==> src/rtl/lsu_ctrl_pkg.sv <==
// Shared core types: functional-unit opcodes, LSU FSM states, byte-enable
// patterns and load/store opcode helpers.
package lsu_ctrl_pkg;

  localparam int unsigned XLEN  = 32;
  localparam int unsigned BE_W  = XLEN / 8;
  localparam int unsigned REG_W = 5;

  typedef enum logic [3:0] {
    ADD = 4'h0, SUB = 4'h1, AND = 4'h2, OR  = 4'h3,
    XOR = 4'h4, SLL = 4'h5, SRL = 4'h6, SRA = 4'h7,
    LB  = 4'h8, LH  = 4'h9, LW  = 4'hA, LBU = 4'hB,
    LHU = 4'hC, SB  = 4'hD, SH  = 4'hE, SW  = 4'hF
  } fu_op_t;

  typedef enum logic [1:0] {
    IDLE   = 2'd0,
    REQ    = 2'd1,
    WAIT_R = 2'd2
  } lsu_state_e;

  localparam logic [BE_W-1:0] BE_BYTE = 4'b0001;
  localparam logic [BE_W-1:0] BE_HALF = 4'b0011;
  localparam logic [BE_W-1:0] BE_WORD = 4'b1111;

  function automatic logic is_ls_op(input fu_op_t op);
    return op inside {LB, LH, LW, LBU, LHU, SB, SH, SW};
  endfunction

  function automatic logic is_store(input fu_op_t op);
    return op inside {SB, SH, SW};
  endfunction

  // Byte accesses can never fault.
  function automatic logic is_misaligned(input fu_op_t op, input logic [1:0] off);
    case (op)
      LH, LHU, SH: return off[0];
      LW, SW:      return |off;
      default:     return 1'b0;
    endcase
  endfunction

endpackage

==> src/rtl/lsu_align.sv <==
// Combinational lane logic: byte enables and replicated store data for a new
// request, and lane extraction plus sign/zero extension for load responses.
module lsu_align
  import lsu_ctrl_pkg::*;
(
  input  fu_op_t            i_req_op,
  input  logic [1:0]        i_req_off,
  input  logic [XLEN-1:0]   i_req_wdata,
  output logic [BE_W-1:0]   o_be,
  output logic [XLEN-1:0]   o_wdata,
  input  fu_op_t            i_ld_op,
  input  logic [1:0]        i_ld_off,
  input  logic [XLEN-1:0]   i_rdata,
  output logic [XLEN-1:0]   o_ld_data
);

  logic [7:0]  w_byte;
  logic [15:0] w_half;

  always_comb begin
    o_be    = BE_WORD;
    o_wdata = i_req_wdata;
    case (i_req_op)
      LB, LBU, SB: begin
        o_be    = BE_BYTE << i_req_off;
        o_wdata = {4{i_req_wdata[7:0]}};
      end
      LH, LHU, SH: begin
        o_be    = BE_HALF << {i_req_off[1], 1'b0};
        o_wdata = {2{i_req_wdata[15:0]}};
      end
      default: ;
    endcase
  end

  assign w_byte = 8'(i_rdata >> {i_ld_off, 3'b000});
  assign w_half = 16'(i_rdata >> {i_ld_off[1], 4'b0000});

  always_comb begin
    o_ld_data = i_rdata;
    case (i_ld_op)
      LB:      o_ld_data = {{24{w_byte[7]}}, w_byte};
      LBU:     o_ld_data = {24'h0, w_byte};
      LH:      o_ld_data = {{16{w_half[15]}}, w_half};
      LHU:     o_ld_data = {16'h0, w_half};
      default: ;
    endcase
  end

endmodule

==> src/rtl/lsu_ctrl.sv <==
// Load/store controller: accepts one ALU load/store at a time, runs the
// data-memory req/gnt/rvalid handshake and returns extended load data.
module lsu_ctrl
  import lsu_ctrl_pkg::*;
(
  input  logic              clk_i,
  input  logic              rst_ni,
  input  logic              req_valid_i,
  output logic              req_ready_o,
  input  fu_op_t            req_op_i,
  input  logic [XLEN-1:0]   req_addr_i,
  input  logic [XLEN-1:0]   req_wdata_i,
  input  logic [REG_W-1:0]  req_rd_i,
  output logic              dmem_req_o,
  input  logic              dmem_gnt_i,
  output logic              dmem_we_o,
  output logic [BE_W-1:0]   dmem_be_o,
  output logic [XLEN-1:0]   dmem_addr_o,
  output logic [XLEN-1:0]   dmem_wdata_o,
  input  logic              dmem_rvalid_i,
  input  logic [XLEN-1:0]   dmem_rdata_i,
  output logic              wb_valid_o,
  output logic [REG_W-1:0]  wb_rd_o,
  output logic [XLEN-1:0]   wb_data_o,
  output logic              st_done_o,
  output logic              misaligned_o,
  output logic [XLEN-1:0]   fault_addr_o,
  output logic              busy_o
);

  lsu_state_e         r_state, w_state_n;
  logic               w_accept, w_go, w_fault, w_done;
  logic [BE_W-1:0]    w_be;
  logic [XLEN-1:0]    w_wdata, w_ld_data;

  fu_op_t             r_op;
  logic [1:0]         r_off;
  logic [REG_W-1:0]   r_rd;
  logic               r_we, r_req, r_ready, r_busy;
  logic [BE_W-1:0]    r_be;
  logic [XLEN-1:0]    r_addr, r_wdata;
  logic               r_wb_valid, r_st_done, r_mis;
  logic [REG_W-1:0]   r_wb_rd;
  logic [XLEN-1:0]    r_wb_data, r_fault_addr;

  lsu_align u_align (
    .i_req_op    (req_op_i),
    .i_req_off   (req_addr_i[1:0]),
    .i_req_wdata (req_wdata_i),
    .o_be        (w_be),
    .o_wdata     (w_wdata),
    .i_ld_op     (r_op),
    .i_ld_off    (r_off),
    .i_rdata     (dmem_rdata_i),
    .o_ld_data   (w_ld_data)
  );

  // Illegal opcodes are dropped; ready is registered and high only in IDLE.
  assign w_accept = req_valid_i && r_ready && is_ls_op(req_op_i);

  always_ff @(posedge clk_i) begin
    if (!rst_ni) r_state <= IDLE;
    else         r_state <= w_state_n;
  end

  always_comb begin
    w_state_n = r_state;
    w_go      = 1'b0;
    w_fault   = 1'b0;
    w_done    = 1'b0;
    case (r_state)
      IDLE: begin
        if (w_accept) begin
          if (is_misaligned(req_op_i, req_addr_i[1:0])) begin
            w_fault = 1'b1;
          end else begin
            w_go      = 1'b1;
            w_state_n = REQ;
          end
        end
      end
      REQ: begin
        if (dmem_gnt_i) w_state_n = WAIT_R;
      end
      WAIT_R: begin
        if (dmem_rvalid_i) begin
          w_done    = 1'b1;
          w_state_n = IDLE;
        end
      end
      default: w_state_n = IDLE;
    endcase
  end

  // Request fields are latched on accept and drive the memory port directly.
  always_ff @(posedge clk_i) begin
    if (!rst_ni) begin
      r_op         <= ADD;
      r_off        <= 2'b00;
      r_rd         <= '0;
      r_we         <= 1'b0;
      r_be         <= '0;
      r_addr       <= '0;
      r_wdata      <= '0;
      r_req        <= 1'b0;
      r_ready      <= 1'b1;
      r_busy       <= 1'b0;
      r_wb_valid   <= 1'b0;
      r_wb_rd      <= '0;
      r_wb_data    <= '0;
      r_st_done    <= 1'b0;
      r_mis        <= 1'b0;
      r_fault_addr <= '0;
    end else begin
      if (w_go) begin
        r_op    <= req_op_i;
        r_off   <= req_addr_i[1:0];
        r_rd    <= req_rd_i;
        r_we    <= is_store(req_op_i);
        r_be    <= w_be;
        r_addr  <= {req_addr_i[XLEN-1:2], 2'b00};
        r_wdata <= w_wdata;
      end
      r_req      <= (w_state_n == REQ);
      r_ready    <= (w_state_n == IDLE);
      r_busy     <= (w_state_n != IDLE);
      r_wb_valid <= w_done && !r_we;
      r_st_done  <= w_done && r_we;
      if (w_done && !r_we) begin
        r_wb_rd   <= r_rd;
        r_wb_data <= w_ld_data;
      end
      r_mis <= w_fault;
      if (w_fault) r_fault_addr <= req_addr_i;
    end
  end

  assign req_ready_o  = r_ready;
  assign busy_o       = r_busy;
  assign dmem_req_o   = r_req;
  assign dmem_we_o    = r_we;
  assign dmem_be_o    = r_be;
  assign dmem_addr_o  = r_addr;
  assign dmem_wdata_o = r_wdata;
  assign wb_valid_o   = r_wb_valid;
  assign wb_rd_o      = r_wb_rd;
  assign wb_data_o    = r_wb_data;
  assign st_done_o    = r_st_done;
  assign misaligned_o = r_mis;
  assign fault_addr_o = r_fault_addr;

endmodule

==> config.mk <==
export PLATFORM = sky130hd
export DESIGN_NAME = lsu_ctrl
export DESIGN_NICKNAME = d
export VERILOG_FILES = /design/src/rtl/lsu_ctrl_pkg.sv /design/src/rtl/lsu_align.sv /design/src/rtl/lsu_ctrl.sv
export SDC_FILE = /design/constraint.sdc
export NUM_CORES = 1
export LEC_CHECK = 0
export ABC_CLOCK_PERIOD_IN_PS = 3200
export CAP_MARGIN = 20
export CORE_MARGIN = 8
export CORE_UTILIZATION = 35
export DETAILED_ROUTE_END_ITERATION = 12
export GPL_ROUTABILITY_DRIVEN = 0
export GPL_TIMING_DRIVEN = 0
export PLACE_DENSITY = 0.75
export SLEW_MARGIN = 20
export SYNTH_ARGS = -nofsm -noshare
export SYNTH_HDL_FRONTEND = slang
export SYNTH_SLANG_ARGS = --single-unit
export TNS_END_PERCENT = 10
==> constraint.sdc <==
create_clock -name clk_i -period 3.2 [get_ports clk_i]
set_clock_uncertainty 0.15 [all_clocks]
set_input_delay 0.96 -clock clk_i [delete_from_list [all_inputs] [get_ports clk_i]]
set_output_delay 0.96 -clock clk_i [all_outputs]
set_load 0.005 [all_outputs]
==> results summary <==
The overall die width came out at between 150 and 200 um. The critical path in this run is classified as in2reg. The top cell types in the final layout, fill and taps aside, are sky130_fd_sc_hd__clkdlybuf4s50_1, sky130_fd_sc_hd__nand2_1, sky130_fd_sc_hd__dfxtp_1. The path class of the tightest hold or removal check is reg2reg.

Yosys mapped a number of flops with a built-in enable equal to 0. The worst setup path is launched from an input port. The largest vdd supply drop is approximately 0.36 mV. The count of hold buffers inserted by post-cts repair came out at 0. The switching component of the power came out at 1.341 mW. The relative contribution of the clock network to total power is a little over two fifths.

The floorplan row count is between 50 and 60. The finished layout holds between 1000 and 1500 standard cells, fillers aside. The count of pins on the block boundary came out at between 200 and 300. In this design, the largest share of critical-path delay is due to buffers and inverters. The initial antenna violation count came out at 0. For this run, the top clock speed supported by timing is 343.4 MHz. The required time of the worst setup path is approximately 3400 ps. The sequential element share of the synthesized area is about 44%. The synthesized netlist devotes 16.55% of its cell area to compound gates. The number of buffers inserted during clock tree synthesis came out at 17. The per-cell via count in the routed design is around 5.2.

After filler insertion, the fill cell instance count of the layout stands at approximately 1900. Registers are responsible for 41.5% of the overall power. The internal portion of total power is 3.602 mW. In the routed design, unresolved DRC markers number 0. The vias after detailed routing is 6961. The most frequent standard cell in the layout excluding fill and tap cells is sky130_fd_sc_hd__clkdlybuf4s50_1. Dividing total power by cell area gives a power density of approximately 470 mW/mm^2. The net count of the finished layout is about 1200. The clock-pin slew on the worst setup and hold paths is 70 ps. The number of hold violations in the final report came out at 0. The static power due to leakage is about 4.2 nW. Counting both buffers and inverters, the worst setup path holds a total of 3. The tool flagged a number of max-cap violations equal to 0. The area of the core came out at between 0.015 and 0.02 mm^2. The mean routed wirelength per cell came out at 19.28 um. Counting every sink on the clock net gives 155. The number of failing setup endpoints in the final timing report is 0. Counting tap cells, the placed design contains a total of between 1000 and 1500 instances. The share of post-route cells with drive strength above 1 is around 6.6%. Setup repair after global routing left no endpoint under its margin. In this run the cell area measured after placement is 0.009827 mm^2. By instance count, the cell type seen most on the critical path is sky130_fd_sc_hd__clkbuf_1. For this run, the leading register cell type out of synthesis is sky130_fd_sc_hd__dfxtp_1. The first-pass GRT wire length came out at approximately 39 mm.

The worst slew slack as a fraction of its limit came out at a little over half. The completed layout was analyzed and its total power is between 4 and 5 mW. The final hold slack is just over 300 ps. The y dimension of the die is about 160 um. The cell count after synthesis is roughly 800. In this run the number of H-tree levels came out at 4. The tree is rooted in a sky130_fd_sc_hd__clkbuf_16. The number of global-route vias before repair was 6923.

The area of the mapped netlist came out at 0.007009 mm^2. The count of antenna-violating nets left after detailed routing is 0. The critical path's largest stage delay came out at between 500 and 600 ps. Along the worst path, the maximum fanout reaches 10.

Summing the areas of all fa, ha and maj instances in the mapped netlist gives 0% of the synthesized area. The count of buffers from port buffering came out at 248. In this run, synthesis produced a sequential element count of 155. Entering global routing, the biggest net connects 17 pins. The net switching share of the total power is a little over a quarter. Of all flip-flops after synthesis, the portion carrying an async set or reset was 0%. The clock passes through at most 2 buffers. The number of pins with negative max-slew slack in the final report came to 0. The area growth from synthesis to layout is 49.07%.

Across every metal layer, demand over resource in global routing totals between 20% and 30%. STA classifies the critical path endpoint as a flip-flop. After layout, the worst path uses a little over 90% of the clock period. The die area came out at between 0.02 and 0.025 mm^2. The total overflow reported by the global router is 0. TritonCTS built the clock tree.

Post-CTS timing repair inserted 0 buffers for setup. The simple-gate share of the synthesized area is 16.19%. After synthesis, the share of cell area in mux cells is 16.37%. After synthesis, the largest family of logic cells by area is compound AO/OA/AOI/OAI gates. The final cell area excluding filler cells is between 0.01 and 0.015 mm^2.

The initial cell density of the core is a little over a third. For the worst setup path, the data arrival time is approximately 3100 ps. After the first detailed-routing iteration, the DRC count stood at approximately 440.

The clock period minus final worst setup slack is 2912 ps. The detailed-route wire length is between 20 and 30 mm. The insertion delay of the later-clocked pin in the worst-skew pair is around 420 ps. The HPWL after detailed placement is about 20 mm. A synthesized cell averages roughly 8.8 um^2. The slew at the pin closest to its max-slew limit came out at around 690 ps. The largest individual stage delay along the critical path comes from the cell sky130_fd_sc_hd__clkdlybuf4s50_1. The number of warning messages in the yosys log came out at 0.

The number of different library cells in the post-synthesis netlist is 53. The first TritonRoute pass finished after 5 iterations. Combinational logic burns between 10% and 20% of the power.

The post-synthesis xor/xnor area fraction is 0.4998%. Walking the worst path, the cells encountered are clkdlybuf4s50_1 -> nor4bb_1 -> clkbuf_1 -> clkbuf_1 -> o31ai_1 -> a31oi_1 -> a21oi_1. The flow ran to the end, and the final reports show no timing, DRC or antenna violations.
## cell usage after synthesis, drive strengths merged, types with 2 or more instances
cell type / n / area (um^2)
and3: 9 / 61.31
buf: 25 / 192.7
a21oi: 65 / 325.3
nand3: 8 / 40.04
nand2: 177 / 664.4
a21boi: 5 / 48.80
mux4: 2 / 45.04
nor2b: 2 / 12.51
or3b: 2 / 17.52
nor4: 6 / 37.54
a222oi: 8 / 80.08
nand2b: 6 / 37.54
nor2: 16 / 60.06
inv: 14 / 52.55
o31ai: 14 / 105.1
o211ai: 18 / 140.1
o22ai: 8 / 50.05
dfxtp: 155 / 3103
clkbuf: 48 / 180.2
nand3b: 2 / 15.01
nand4b: 17 / 148.9
nor3: 2 / 10.01
a31oi: 13 / 87.58
a22oi: 2 / 15.01
xnor2: 3 / 26.28
a32oi: 2 / 17.52
mux2i: 109 / 1091
o21ai: 43 / 215.2
## path summary, 6_finish.rpt
path,cells past startpoint,from,slack (ps),end
worst max-delay path,7,dmem_rvalid_i,290,wb_data_o[5]
worst min-delay path,2,wb_rd_o[4],300,wb_rd_o[4]
worst max register to register,6,r_state[0],800,r_rd[1]
worst min register to register,2,wb_rd_o[4],300,wb_rd_o[4]
## per-stage QoR
step	TNS (ps)	worst slack [ps]	util, %
2_1_floorplan	0	642.4	-
3_3_place_gp	-26280	-380.3	50.16
3_5_place_dp	-25450	-362.7	50.16
4_1_cts	0	76.84	53.32
5_1_grt	0	165.3	53.32
6_report	0	287.7	53.34
## tightest hold or removal path: cells and delay by family, from the launching register on
family / cells / cell delay, ps
AO/OA/AOI/OAI: 1 / 50
AND/OR/NAND/NOR: 1 / 50
flip-flops: 1 / 310
## layer usage
layer | routed length, um | share of wire (%) | GRT usage [%] | up-vias
li1 | - | - | - | 3350
met5 | 0 | 0 | 0 | -
met1 | 10900 | 42 | 24.27 | 3306
met4 | 567 | 2.2 | 6.256 | 0
met2 | 12400 | 48 | 34.21 | 273
met3 | 2028 | 7.8 | 6.169 | 32
## power groups by stage
stage / logic, mW / clock network, mW / registers, mW
CTS: 0.767 / 2.15 / 2.05
detailed placement: 0.763 / 0 / 2.09
global route: 0.825 / 2.23 / 2.06
floorplan: 0.350 / 0 / 2.09
global placement: 0.758 / 0 / 2.09
finish: 0.764 / 2.13 / 2.05
## layout make-up
cell class / instances / area (um^2) / area share [%]
tap: 265 / 331.6 / 3.173
timing repair buffer: 248 / 2482 / 23.76
clock buffer: 18 / 439.2 / 4.203
buffer: 73 / 374.1 / 3.580
sequential: 155 / 3103 / 29.70
inverter: 14 / 52.55 / 0.5029
antenna: 1 / 2.502 / 0.02395
clock inverter: 14 / 178.9 / 1.712
multi-input combinational: 555 / 3485 / 33.35
## flip-flops by register name (all words and copies together), names as in the netlist, 2 cells and up
| register | count |
|---|---|
| r_op | 4 |
| dmem_addr_o | 30 |
| r_rd | 5 |
| fault_addr_o | 32 |
| r_state | 2 |
| wb_rd_o | 5 |
| dmem_wdata_o | 32 |
| dmem_be_o | 4 |
| wb_data_o | 32 |
| r_off | 2 |
## repair_timing
action,CTS,global route
resized for setup,0,2
hold endpoints to repair,0,0
setup endpoints to repair,0,9
## kinds of logic after synthesis
family | count (synthesis)
XOR/XNOR | 4
AND/OR/NAND/NOR | 251
multiplexers | 112
other | 1
AO/OA/AOI/OAI | 186
buffers and inverters | 87
flip-flops | 155
(Power assumes the default switching activity.)
